===== src/rtl/fixed_point_pkg.sv =====
// Shared fixed-point arithmetic package: FSM encoding,
// quotient width, saturation constants, magnitude helper.
package fixed_point_pkg;

  typedef enum logic [1:0] {
    IDLE = 2'd0,
    DIV  = 2'd1,
    DONE = 2'd2
  } div_state_e;

  // Quotient magnitude bits.
  function automatic int calc_dw(input int w, input int d);
    return w + d;
  endfunction

  // +(2^(2w-1)-1), Q bit pattern for x/0 with x >= 0.
  function automatic logic [63:0] sat_pos(input int w);
    return (64'd1 << (2 * w - 1)) - 64'd1;
  endfunction

  // -(2^(2w-1)-1) in 2w bits, Q bit pattern for x/0 with x < 0.
  function automatic logic [63:0] sat_neg(input int w);
    return (64'd1 << (2 * w - 1)) + 64'd1;
  endfunction

  // |v| of a w-bit two's complement value held in v[w-1:0].
  // The result is w bits wide, so |-2^(w-1)| is exact.
  function automatic logic [63:0] mag_of(
    input logic [63:0] v,
    input int          w
  );
    logic [63:0] m;
    m = v[w-1] ? (~v + 64'd1) : v;
    return m & ((64'd1 << w) - 64'd1);
  endfunction

endpackage


===== src/rtl/fixed_point_div_if.sv =====
// Divider request/result bundle.
// master: start/A/B/Conf_Bit_Mask out; slave: busy/done/div_by_zero/Q out.
interface fixed_point_div_if #(
  parameter int WIDTH = 8
);
  logic                      start;
  logic signed [WIDTH-1:0]   A;
  logic signed [WIDTH-1:0]   B;
  logic [WIDTH-3:0]          Conf_Bit_Mask;
  logic                      busy;
  logic                      done;
  logic                      div_by_zero;
  logic signed [2*WIDTH-1:0] Q;

  modport master (
    output start, A, B, Conf_Bit_Mask,
    input  busy, done, div_by_zero, Q
  );

  modport slave (
    input  start, A, B, Conf_Bit_Mask,
    output busy, done, div_by_zero, Q
  );
endinterface


===== src/rtl/restoring_div_step.sv =====
// One restoring-division iteration (combinational).
// in: rem, nbit, magb; out: rem_out, qbit.
module restoring_div_step #(
  parameter int WIDTH = 8
) (
  input  logic [WIDTH-1:0] rem,
  input  logic             nbit,
  input  logic [WIDTH-1:0] magb,
  output logic [WIDTH-1:0] rem_out,
  output logic             qbit
);

  logic [WIDTH:0] rem_sh;
  logic [WIDTH:0] magb_x;

  assign rem_sh = {rem, nbit};
  assign magb_x = {1'b0, magb};
  assign qbit   = (rem_sh >= magb_x);

  // A kept remainder is < magb, so its top bit is zero.
  assign rem_out = qbit
    ? WIDTH'(rem_sh - magb_x)
    : rem_sh[WIDTH-1:0];

endmodule


===== src/rtl/fixed_point_div.sv =====
// Iterative signed fixed-point divider, Q = A / B, one bit/cycle.
// Ports: clk, rst_n (async low), bus (fixed_point_div_if.slave).
module fixed_point_div
  import fixed_point_pkg::*;
#(
  parameter int WIDTH         = 8,
  parameter int DEC_POINT_POS = 4
) (
  input  logic clk,
  input  logic rst_n,
  fixed_point_div_if.slave bus
);

  localparam int DW = calc_dw(WIDTH, DEC_POINT_POS);
  localparam int CW = $clog2(DW + 1);
  localparam int QW = 2 * WIDTH;
  localparam int MW = WIDTH - 2;

  localparam logic [QW-1:0] SAT_P =
    QW'(sat_pos(WIDTH));
  localparam logic [QW-1:0] SAT_N =
    QW'(sat_neg(WIDTH));

  div_state_e state_q;
  div_state_e state_d;

  logic [CW-1:0]    cnt_q;
  logic [WIDTH-1:0] rem_q;
  logic [DW-1:0]    dvd_q;
  logic [DW-2:0]    quo_q;
  logic [WIDTH-1:0] magb_q;
  logic             sign_q;
  logic [MW-1:0]    mask_q;
  logic [QW-1:0]    q_q;
  logic             dbz_q;

  logic [WIDTH-1:0] mag_a;
  logic [WIDTH-1:0] mag_b;
  logic             b_zero;
  logic             accept;
  logic             last;

  logic [WIDTH-1:0] rem_nx;
  logic             qbit;
  logic [DW-1:0]    qmag;
  logic [DW-1:0]    qmag_m;
  logic [QW-1:0]    q_ext;
  logic [QW-1:0]    q_res;

  assign mag_a = WIDTH'(
    mag_of(64'(unsigned'(bus.A)), WIDTH));
  assign mag_b = WIDTH'(
    mag_of(64'(unsigned'(bus.B)), WIDTH));
  assign b_zero = (mag_b == '0);

  restoring_div_step #(
    .WIDTH (WIDTH)
  ) u_step (
    .rem     (rem_q),
    .nbit    (dvd_q[DW-1]),
    .magb    (magb_q),
    .rem_out (rem_nx),
    .qbit    (qbit)
  );

  // Full quotient including this cycle's bit; only the low
  // WIDTH-2 bits are subject to the precision mask.
  assign qmag   = {quo_q, qbit};
  assign qmag_m = qmag & {{(DW-MW){1'b1}}, mask_q};
  assign q_ext  = {{(QW-DW){1'b0}}, qmag_m};
  assign q_res  = sign_q ? (~q_ext + 1'b1) : q_ext;

  always_ff @(posedge clk or negedge rst_n) begin
    if (!rst_n) begin
      state_q <= IDLE;
    end else begin
      state_q <= state_d;
    end
  end

  always_comb begin
    state_d = state_q;
    accept  = 1'b0;
    last    = 1'b0;
    unique case (state_q)
      IDLE: begin
        if (bus.start) begin
          accept  = 1'b1;
          state_d = b_zero ? DONE : DIV;
        end
      end
      DIV: begin
        if (cnt_q == CW'(1)) begin
          last    = 1'b1;
          state_d = DONE;
        end
      end
      DONE: begin
        state_d = IDLE;
      end
      default: begin
        state_d = IDLE;
      end
    endcase
  end

  always_ff @(posedge clk or negedge rst_n) begin
    if (!rst_n) begin
      cnt_q  <= '0;
      rem_q  <= '0;
      dvd_q  <= '0;
      quo_q  <= '0;
      magb_q <= '0;
      sign_q <= 1'b0;
      mask_q <= '0;
      q_q    <= '0;
      dbz_q  <= 1'b0;
    end else if (accept) begin
      cnt_q  <= CW'(DW);
      rem_q  <= '0;
      dvd_q  <= DW'(mag_a) << DEC_POINT_POS;
      quo_q  <= '0;
      magb_q <= mag_b;
      sign_q <= bus.A[WIDTH-1] ^ bus.B[WIDTH-1];
      mask_q <= bus.Conf_Bit_Mask;
      if (b_zero) begin
        q_q   <= bus.A[WIDTH-1] ? SAT_N : SAT_P;
        dbz_q <= 1'b1;
      end
    end else if (state_q == DIV) begin
      cnt_q <= cnt_q - 1'b1;
      rem_q <= rem_nx;
      dvd_q <= {dvd_q[DW-2:0], 1'b0};
      quo_q <= qmag[DW-2:0];
      if (last) begin
        q_q   <= q_res;
        dbz_q <= 1'b0;
      end
    end
  end

  assign bus.busy        = (state_q != IDLE);
  assign bus.done        = (state_q == DONE);
  assign bus.div_by_zero = dbz_q;
  assign bus.Q           = q_q;

endmodule


===== src/flat_wrapper.sv =====
// flat-port wrapper written by rule: the top's interface ports become plain ports
module fixed_point_div_flat import fixed_point_pkg::*;
#(
  parameter int WIDTH         = 8,
  parameter int DEC_POINT_POS = 4
)
  (clk, rst_n, bus_start, bus_A, bus_B, bus_Conf_Bit_Mask, bus_busy, bus_done, bus_div_by_zero, bus_Q);
  fixed_point_div_if #(.WIDTH(WIDTH)) bus_i ();
  input  logic clk;
  input  logic rst_n;
  input wire logic [$bits(bus_i.start)-1:0] bus_start;
  input wire logic [$bits(bus_i.A)-1:0] bus_A;
  input wire logic [$bits(bus_i.B)-1:0] bus_B;
  input wire logic [$bits(bus_i.Conf_Bit_Mask)-1:0] bus_Conf_Bit_Mask;
  output wire logic [$bits(bus_i.busy)-1:0] bus_busy;
  output wire logic [$bits(bus_i.done)-1:0] bus_done;
  output wire logic [$bits(bus_i.div_by_zero)-1:0] bus_div_by_zero;
  output wire logic [$bits(bus_i.Q)-1:0] bus_Q;
  assign bus_i.start = bus_start;
  assign bus_i.A = bus_A;
  assign bus_i.B = bus_B;
  assign bus_i.Conf_Bit_Mask = bus_Conf_Bit_Mask;
  assign bus_busy = bus_i.busy;
  assign bus_done = bus_i.done;
  assign bus_div_by_zero = bus_i.div_by_zero;
  assign bus_Q = bus_i.Q;
  fixed_point_div #(.WIDTH(WIDTH), .DEC_POINT_POS(DEC_POINT_POS)) u_core (.clk(clk), .rst_n(rst_n), .bus(bus_i));
endmodule

===== config.mk =====
export PLATFORM = sky130hd
export DESIGN_NAME = fixed_point_div_flat
export DESIGN_NICKNAME = d
export VERILOG_FILES = /design/src/rtl/fixed_point_pkg.sv /design/src/rtl/fixed_point_div_if.sv /design/src/rtl/restoring_div_step.sv /design/src/rtl/fixed_point_div.sv /design/src/flat_wrapper.sv
export SDC_FILE = /design/constraint.sdc
export NUM_CORES = 1
export LEC_CHECK = 0
export BUFFER_PORTS_ARGS = -buffer_cell sky130_fd_sc_hd__buf_2
export CORE_MARGIN = 2
export CORE_UTILIZATION = 59
export DETAILED_ROUTE_END_ITERATION = 8
export PLACE_DENSITY = 0.81
export SLEW_MARGIN = 20
export SYNTH_ARGS = -nofsm -noshare
export SYNTH_HDL_FRONTEND = slang
export SYNTH_SLANG_ARGS = --single-unit

===== constraint.sdc =====
create_clock -name clk -period 3.5 [get_ports clk]
set_input_delay 0.35 -clock clk [delete_from_list [all_inputs] [get_ports clk]]
set_output_delay 0.35 -clock clk [all_outputs]
set_load 0.01 [all_outputs]

==> flow_metrics.tcl, run 1 <==
set metrics [dict create \
    finalPower_w 0.00395 \
    totalNegativeSetupSlack_ps 0 \
    synth-async-reset-ratio 1.00 \
    worstSetupPathType "flop to flop" \
    power_switching_w 0.00167 \
    synth_enable_flop_cells 0 \
    clock_sinks 65 \
    worst_clock_skew_ps 11.6 \
    net_count_synth 483 \
    yosys.cell_types.count 52 \
    remaining_drc_errors 0 \
    worstSetupEndpointType "flop" \
    p_comb_frac 0.496 \
    fillCellCount 523 \
    routed_wire_length_per_instance_um 14.7 \
    chipWidth_um 83.9 \
    grt_pass1_vias 3153 \
    place.port_buffers 43 \
    depth_of_the_cts_h_tree 3 \
    holdWs_ps 144 \
    synthTopCellsByArea "sky130_fd_sc_hd__dfrtp_1 (43%), sky130_fd_sc_hd__nand2_1 (9.2%), sky130_fd_sc_hd__o21ai_0 (6.5%)" \
    mappedNetlistArea_um2 3760 \
    floorplan.initialDensity 0.603 \
    power_frac_seq 0.343 \
    setup-violations-final 0 \
    drt_first_iter_violations 196 \
    timing.max_slew.rel_slack 0.386 \
    num_vias 3287 \
    antenna_cells_inserted 0 \
    fp.coreArea_um2 6240 \
    worst-r2r-setup-slack_ps 300 \
    layout.area.seq_um2 1630 \
    period_needed_ps 3200 \
    cts_tree "done" \
    worstPathArrival_ps 3440 \
    final-hold-violation-count 0 \
    synthToLayoutAreaGrowth_pct 11.9 \
    post-route-cell-area_um2 4210 \
    regToRegStartpoint "u_core.rem_q[5]" \
    final_max_slew_viol_count 0 \
    placed_area_um2 4020 \
    crit_fanout 5 \
    outcome "finished clean" \
    grt.total_usage 0.255 \
    p_leak_nw 1.97 \
    ys.warnings.count 0 \
    clk_latency_ps 350 \
    gr-total-overflow 0 \
    stdcell_count 561 \
    grt_setup_unrepaired "false" \
    path_clk_slew_ps 80 \
    max_slew.worst_pin.slew_ps 920 \
    synth_ff_type "sky130_fd_sc_hd__dfrtp_1" \
    min-delay-path-class "primary input to asynchronous set/reset pin" \
    synthesis.area_per_instance_um2 8.50 \
    postCtsSetupBuffers 0 \
    synthCells 443 \
    p_clk_frac 0.161 \
    grt_start_max_net_pins 43 \
    timing.max_cap.violations 0 \
    worst_r2r_endpoint "u_core.bus.Q[8]" \
    reg2reg_depth 12 \
    cts-resized-gates 0 \
    dpl.cell_count 546 \
    wl_um 8240 \
    vias_per_cell 5.86 \
    floorplan_die_height_um 83.9 \
    synth_area_leader_cell "sky130_fd_sc_hd__dfrtp_1" \
    maximum_vdd_drop_v 0.000492 \
    synth_seq_area_share 0.432 \
    internal_power_w 0.00228 \
    required_ps 3740 \
    nNetsFinal 520 \
    drtPass1Iterations 5 \
    final_antenna_net_count 0 \
    pwr_density_cell_nw_per_um2 938 \
    multi_input_area_um2 1960 \
    post_cts_hold_buffer_count 0 \
    max_freq_mhz 313 \
    pin_count 44 \
    cts_max_path_buffers 2 \
    critical_path.startpoint_type "flop" \
    initial_antenna_violation_count 0 \
    gp_congestion 0.880 \
    floorplan.die_area_um2 7030 \
    synth_top_area_share 0.432 \
    synth_seq_cells 65 \
    cts_buffers 9 \
    layout_worst_path_cycle_share 0.913 \
    hpwl_um 5760 \
    grt_pass1_wl_um 14500 \
    standard_cell_row_count 29 \
    layout-drive-gt1-share 0.155 \
    clock_tree.root_cell "sky130_fd_sc_hd__clkbuf_8" \
    power.switching_fraction 0.423 \
]
## cells in the final DEF (no fill, tap or decap), types with 6 or more instances in the layout
cell / netlist / final
sky130_fd_sc_hd__buf_2: 0 / 43
sky130_fd_sc_hd__nand3_1: 24 / 24
sky130_fd_sc_hd__nor2b_1: 8 / 8
sky130_fd_sc_hd__o21ai_0: 49 / 49
sky130_fd_sc_hd__a21o_1: 6 / 6
sky130_fd_sc_hd__nand2b_1: 6 / 6
sky130_fd_sc_hd__xnor2_1: 14 / 14
sky130_fd_sc_hd__inv_1: 19 / 19
sky130_fd_sc_hd__a31oi_1: 8 / 8
sky130_fd_sc_hd__nor2_1: 29 / 29
sky130_fd_sc_hd__a21oi_1: 18 / 18
sky130_fd_sc_hd__buf_4: 0 / 6
sky130_fd_sc_hd__clkbuf_8: 1 / 10
sky130_fd_sc_hd__nand2_1: 92 / 91
sky130_fd_sc_hd__ha_1: 14 / 14
sky130_fd_sc_hd__dfrtp_1: 65 / 65
## worst max-delay path, stage by stage, from the launching register on
cell and delay [ps]:
sky130_fd_sc_hd__dfrtp_1 400, sky130_fd_sc_hd__ha_1 340, sky130_fd_sc_hd__a21o_1 180, sky130_fd_sc_hd__a211oi_1 490, sky130_fd_sc_hd__a21boi_0 330, sky130_fd_sc_hd__inv_1 150, sky130_fd_sc_hd__ha_1 190, sky130_fd_sc_hd__nand4_1 100
sky130_fd_sc_hd__or2_2 320, sky130_fd_sc_hd__nand2_1 100, sky130_fd_sc_hd__xor2_1 170, sky130_fd_sc_hd__a21oi_1 90, sky130_fd_sc_hd__a22o_2 250
## worst max-delay path by stage
stage	startpoint	to	slack [ps]	cells after the start
2_1_floorplan	u_core.rem_q[5]	u_core.bus.Q[8]	760	12
3_3_place_gp	u_core.magb_q[6]	u_core.bus.Q[10]	490	13
3_5_place_dp	u_core.rem_q[5]	u_core.bus.Q[8]	320	12
4_1_cts	u_core.rem_q[5]	u_core.bus.Q[8]	320	12
5_1_grt	u_core.magb_q[6]	u_core.bus.Q[10]	70	13
6_report	u_core.rem_q[5]	u_core.bus.Q[8]	300	12
## through the flow
step,util,worst slack [ps]
floorplan,-,763
global placement,0.644,486
detailed placement,0.644,317
CTS,0.675,317
global route,0.675,66.4
finish,0.675,304
## state kept, by name, indices dropped and copies added, names as in the netlist
register / count
u_core.bus.div_by_zero: 1
u_core.dvd_q: 8
u_core.cnt_q: 4
u_core.quo_q: 11
u_core.mask_q: 6
u_core.sign_q: 1
u_core.rem_q: 8
u_core.state_q: 2
u_core.magb_q: 8
u_core.bus.Q: 16
## logic make-up after synthesis
logic type | synth area share
simple gates | 0.227
xor+xnor | 0.0442
fa+ha+maj | 0.0519
flops | 0.432
buf+inv | 0.0475
mux | 0.0193
compound gates | 0.178
## cells in the mapped netlist (all sizes together), types with 2 or more instances
| library cell | count |
|---|---|
| clkbuf | 22 |
| nand2 | 92 |
| nor2b | 8 |
| nand2b | 6 |
| inv | 20 |
| mux2 | 2 |
| nor2 | 30 |
| mux2i | 5 |
| dfrtp | 65 |
| nand3 | 24 |
| ha | 14 |
| nand4 | 3 |
| nor3 | 3 |
| xor2 | 5 |
| o211ai | 4 |
| a22o | 4 |
| and2 | 4 |
| o31ai | 4 |
| or3 | 5 |
| a21boi | 2 |
| a31oi | 8 |
| o21ai | 49 |
| a211oi | 3 |
| and3 | 2 |
| a21oi | 19 |
| o21a | 2 |
| a21o | 6 |
| xnor2 | 14 |
| o22a | 2 |
## layout make-up
class                   count  share of cell area
clock buffers              10              0.0327
clock inverters             5              0.0134
well taps                  77              0.0229
flip-flops and latches     65               0.386
repair buffers             49              0.0618
multi-input cells         335               0.465
inverters                  20              0.0178
## layer usage
metal	up-vias	wire [um]	global-route usage
li1	1591	-	-
met1	1574	3710	0.337
met2	101	3920	0.411
met3	21	415	0.0593
met4	0	189	0.0997
met5	-	0	0
## power groups by stage
stage          Clock (W)  Combinational, W  Sequential [W]
2_1_floorplan          0           0.00147         0.00134
3_3_place_gp           0           0.00187         0.00135
3_5_place_dp           0           0.00195         0.00137
4_1_cts         0.000640           0.00196         0.00135
5_1_grt         0.000675           0.00225         0.00140
6_report        0.000635           0.00196         0.00136
Power figures use the tool's default switching activity.
==> run 2, diff against run 1 <==
Settings changed: BUFFER_PORTS_ARGS -buffer_cell sky130_fd_sc_hd__buf_2 to -buffer_cell sky130_fd_sc_hd__clkbuf_2, PLACE_DENSITY 0.81 to 0.92.
Clock period 3.5 ns to 3.4 ns, I/O delays scaled along.
==> run 2 against run 1 <==
Effect of this change:
- die area stayed put
- sequential share of layout area is 0.28 points lower
- clock skew is 1.4 ps lower
- routed wire length is 0.87% higher
- combinational power is 5% higher
- flip-flop and latch count stayed put
- global-route usage is 0.40 points lower
- core utilization is 0.50 points higher
- critical path depth is 1 higher
- largest power group unchanged
==> flow_metrics.tcl, run 2 (synthesis gave the netlist of run 1 again) <==
set metrics [dict create \
    postCtsSetupBuffers 0 \
    max_freq_mhz 327 \
    pwr_density_cell_nw_per_um2 989 \
    drtPass1Iterations 5 \
    layout_commonest_cell "sky130_fd_sc_hd__nand2_1" \
    timing.max_slew.rel_slack 0.452 \
    dpl.cell_count 545 \
    max_slew.worst_pin.slew_ps 822 \
    maximum_vdd_drop_v 0.000554 \
    wl_um 8320 \
    outcome "finished clean" \
    layout-drive-gt1-share 0.157 \
    critical_path.startpoint_type "flop" \
    worst_clock_skew_ps 10.2 \
    path_clk_slew_ps 80 \
    grt_start_max_net_pins 35 \
    worstSetupPathType "flop to flop" \
    chipWidth_um 83.9 \
    cts_max_path_buffers 2 \
    remaining_drc_errors 0 \
    gp_congestion 0.898 \
    post_cts_hold_buffer_count 0 \
    initial_antenna_violation_count 0 \
    totalNegativeSetupSlack_ps 0 \
    min-delay-path-class "primary input to asynchronous set/reset pin" \
    final_max_slew_viol_count 0 \
    grt_pass1_wl_um 14200 \
    layout_worst_path_cycle_share 0.900 \
    antenna_cells_inserted 0 \
    fp.coreArea_um2 6240 \
    floorplan.initialDensity 0.603 \
    stdcell_count 561 \
    setup-violations-final 0 \
    grt_setup_unrepaired "false" \
    depth_of_the_cts_h_tree 3 \
    worstPathArrival_ps 3300 \
    place.port_buffers 43 \
    final-hold-violation-count 0 \
    final_antenna_net_count 0 \
    floorplan_die_height_um 83.9 \
    clk_latency_ps 350 \
    placed_area_um2 4010 \
    timing.max_cap.violations 0 \
    worstSetupEndpointType "flop" \
    clock_tree.root_cell "sky130_fd_sc_hd__clkbuf_8" \
    floorplan.die_area_um2 7030 \
    standard_cell_row_count 29 \
    vias_per_cell 5.88 \
    synthToLayoutAreaGrowth_pct 12.8 \
    crit_fanout 5 \
    cts_buffers 9 \
    gr-total-overflow 0 \
    pin_count 44 \
    fillCellCount 456 \
    clock_sinks 65 \
    nNetsFinal 519 \
    cts-resized-gates 0 \
    largest_register_ff_count 16 \
    post-route-cell-area_um2 4240 \
    num_vias 3299 \
    hpwl_um 5800 \
    most-common-layout-cells "sky130_fd_sc_hd__nand2_1 (91), sky130_fd_sc_hd__dfrtp_1 (65), sky130_fd_sc_hd__o21ai_0 (49)" \
    holdWs_ps 71.5 \
    drt_first_iter_violations 351 \
    routed_wire_length_per_instance_um 14.8 \
    grt_pass1_vias 3111 \
    grt.total_usage 0.251 \
    required_ps 3640 \
    p_leak_nw 1.99 \
    cts_tree "done" \
    period_needed_ps 3060 \
]
## run 2: cell count changes in the layout (fill, tap and decap cells not counted), sizes merged
cell / previous run / this run
clkbuf: 10 / 53
clkinv: 3 / 2
bufinv: 1 / 2
inv: 20 / 21
buf: 49 / 5
## run 2: power breakdown
part           switching, W  total (W)  internal [W]
clock network      0.000316   0.000751      0.000435
logic               0.00119    0.00205      0.000863
registers          0.000265    0.00140       0.00113
total               0.00177    0.00420       0.00243
## run 2: path summary, 6_finish.rpt
kind,startpoint,to,slack [ps],cells past startpoint
max reg2reg,u_core.rem_q[3],u_core.bus.Q[8],340,13
max,u_core.rem_q[3],u_core.bus.Q[8],340,13
max in group asynchronous,rst_n,u_core.magb_q[4],2380,2
min in group clk,bus_Conf_Bit_Mask[3],u_core.mask_q[3],180,3
min reg2reg,u_core.mask_q[5],u_core.mask_q[5],470,2
min,rst_n,u_core.bus.Q[11],70,1
## run 2: critical path, stage by stage, from the launching register on
cell and delay [ps]:
sky130_fd_sc_hd__dfrtp_1 400, sky130_fd_sc_hd__ha_1 360, sky130_fd_sc_hd__a21oi_1 200, sky130_fd_sc_hd__a21oi_1 90
sky130_fd_sc_hd__a21oi_1 250, sky130_fd_sc_hd__a21boi_0 280, sky130_fd_sc_hd__inv_1 150, sky130_fd_sc_hd__ha_1 210
sky130_fd_sc_hd__nand4_1 110, sky130_fd_sc_hd__or2_2 320, sky130_fd_sc_hd__nand2_1 90, sky130_fd_sc_hd__xor2_1 150
sky130_fd_sc_hd__a21oi_1 90, sky130_fd_sc_hd__a22o_2 260
## run 2: layout make-up
type	count	area, um^2	share of cell area
multi-input cells	335	1970	0.463
well taps	77	96.3	0.0227
clock inverters	6	90.1	0.0212
clock buffers	10	138	0.0324
inverters	20	75.1	0.0177
repair buffers	48	253	0.0596
flip-flops and latches	65	1630	0.383
## run 2: stage by stage
| stage | power (W) | setup WS [ps] | utilization |
|---|---|---|---|
| after global routing | 0.00454 | 106 | 0.680 |
| after CTS | 0.00418 | 197 | 0.679 |
| after global placement | 0.00329 | 469 | 0.643 |
| after detailed placement | 0.00341 | 285 | 0.643 |
| final | 0.00420 | 341 | 0.680 |
| after floorplan | 0.00289 | 663 | - |
## run 2: metal layers
metal	share of wire	wire (um)	track usage
met1	0.43	3550	0.325
met2	0.49	4110	0.408
met3	0.062	513	0.0653
met4	0.018	146	0.0953
met5	0	0	0
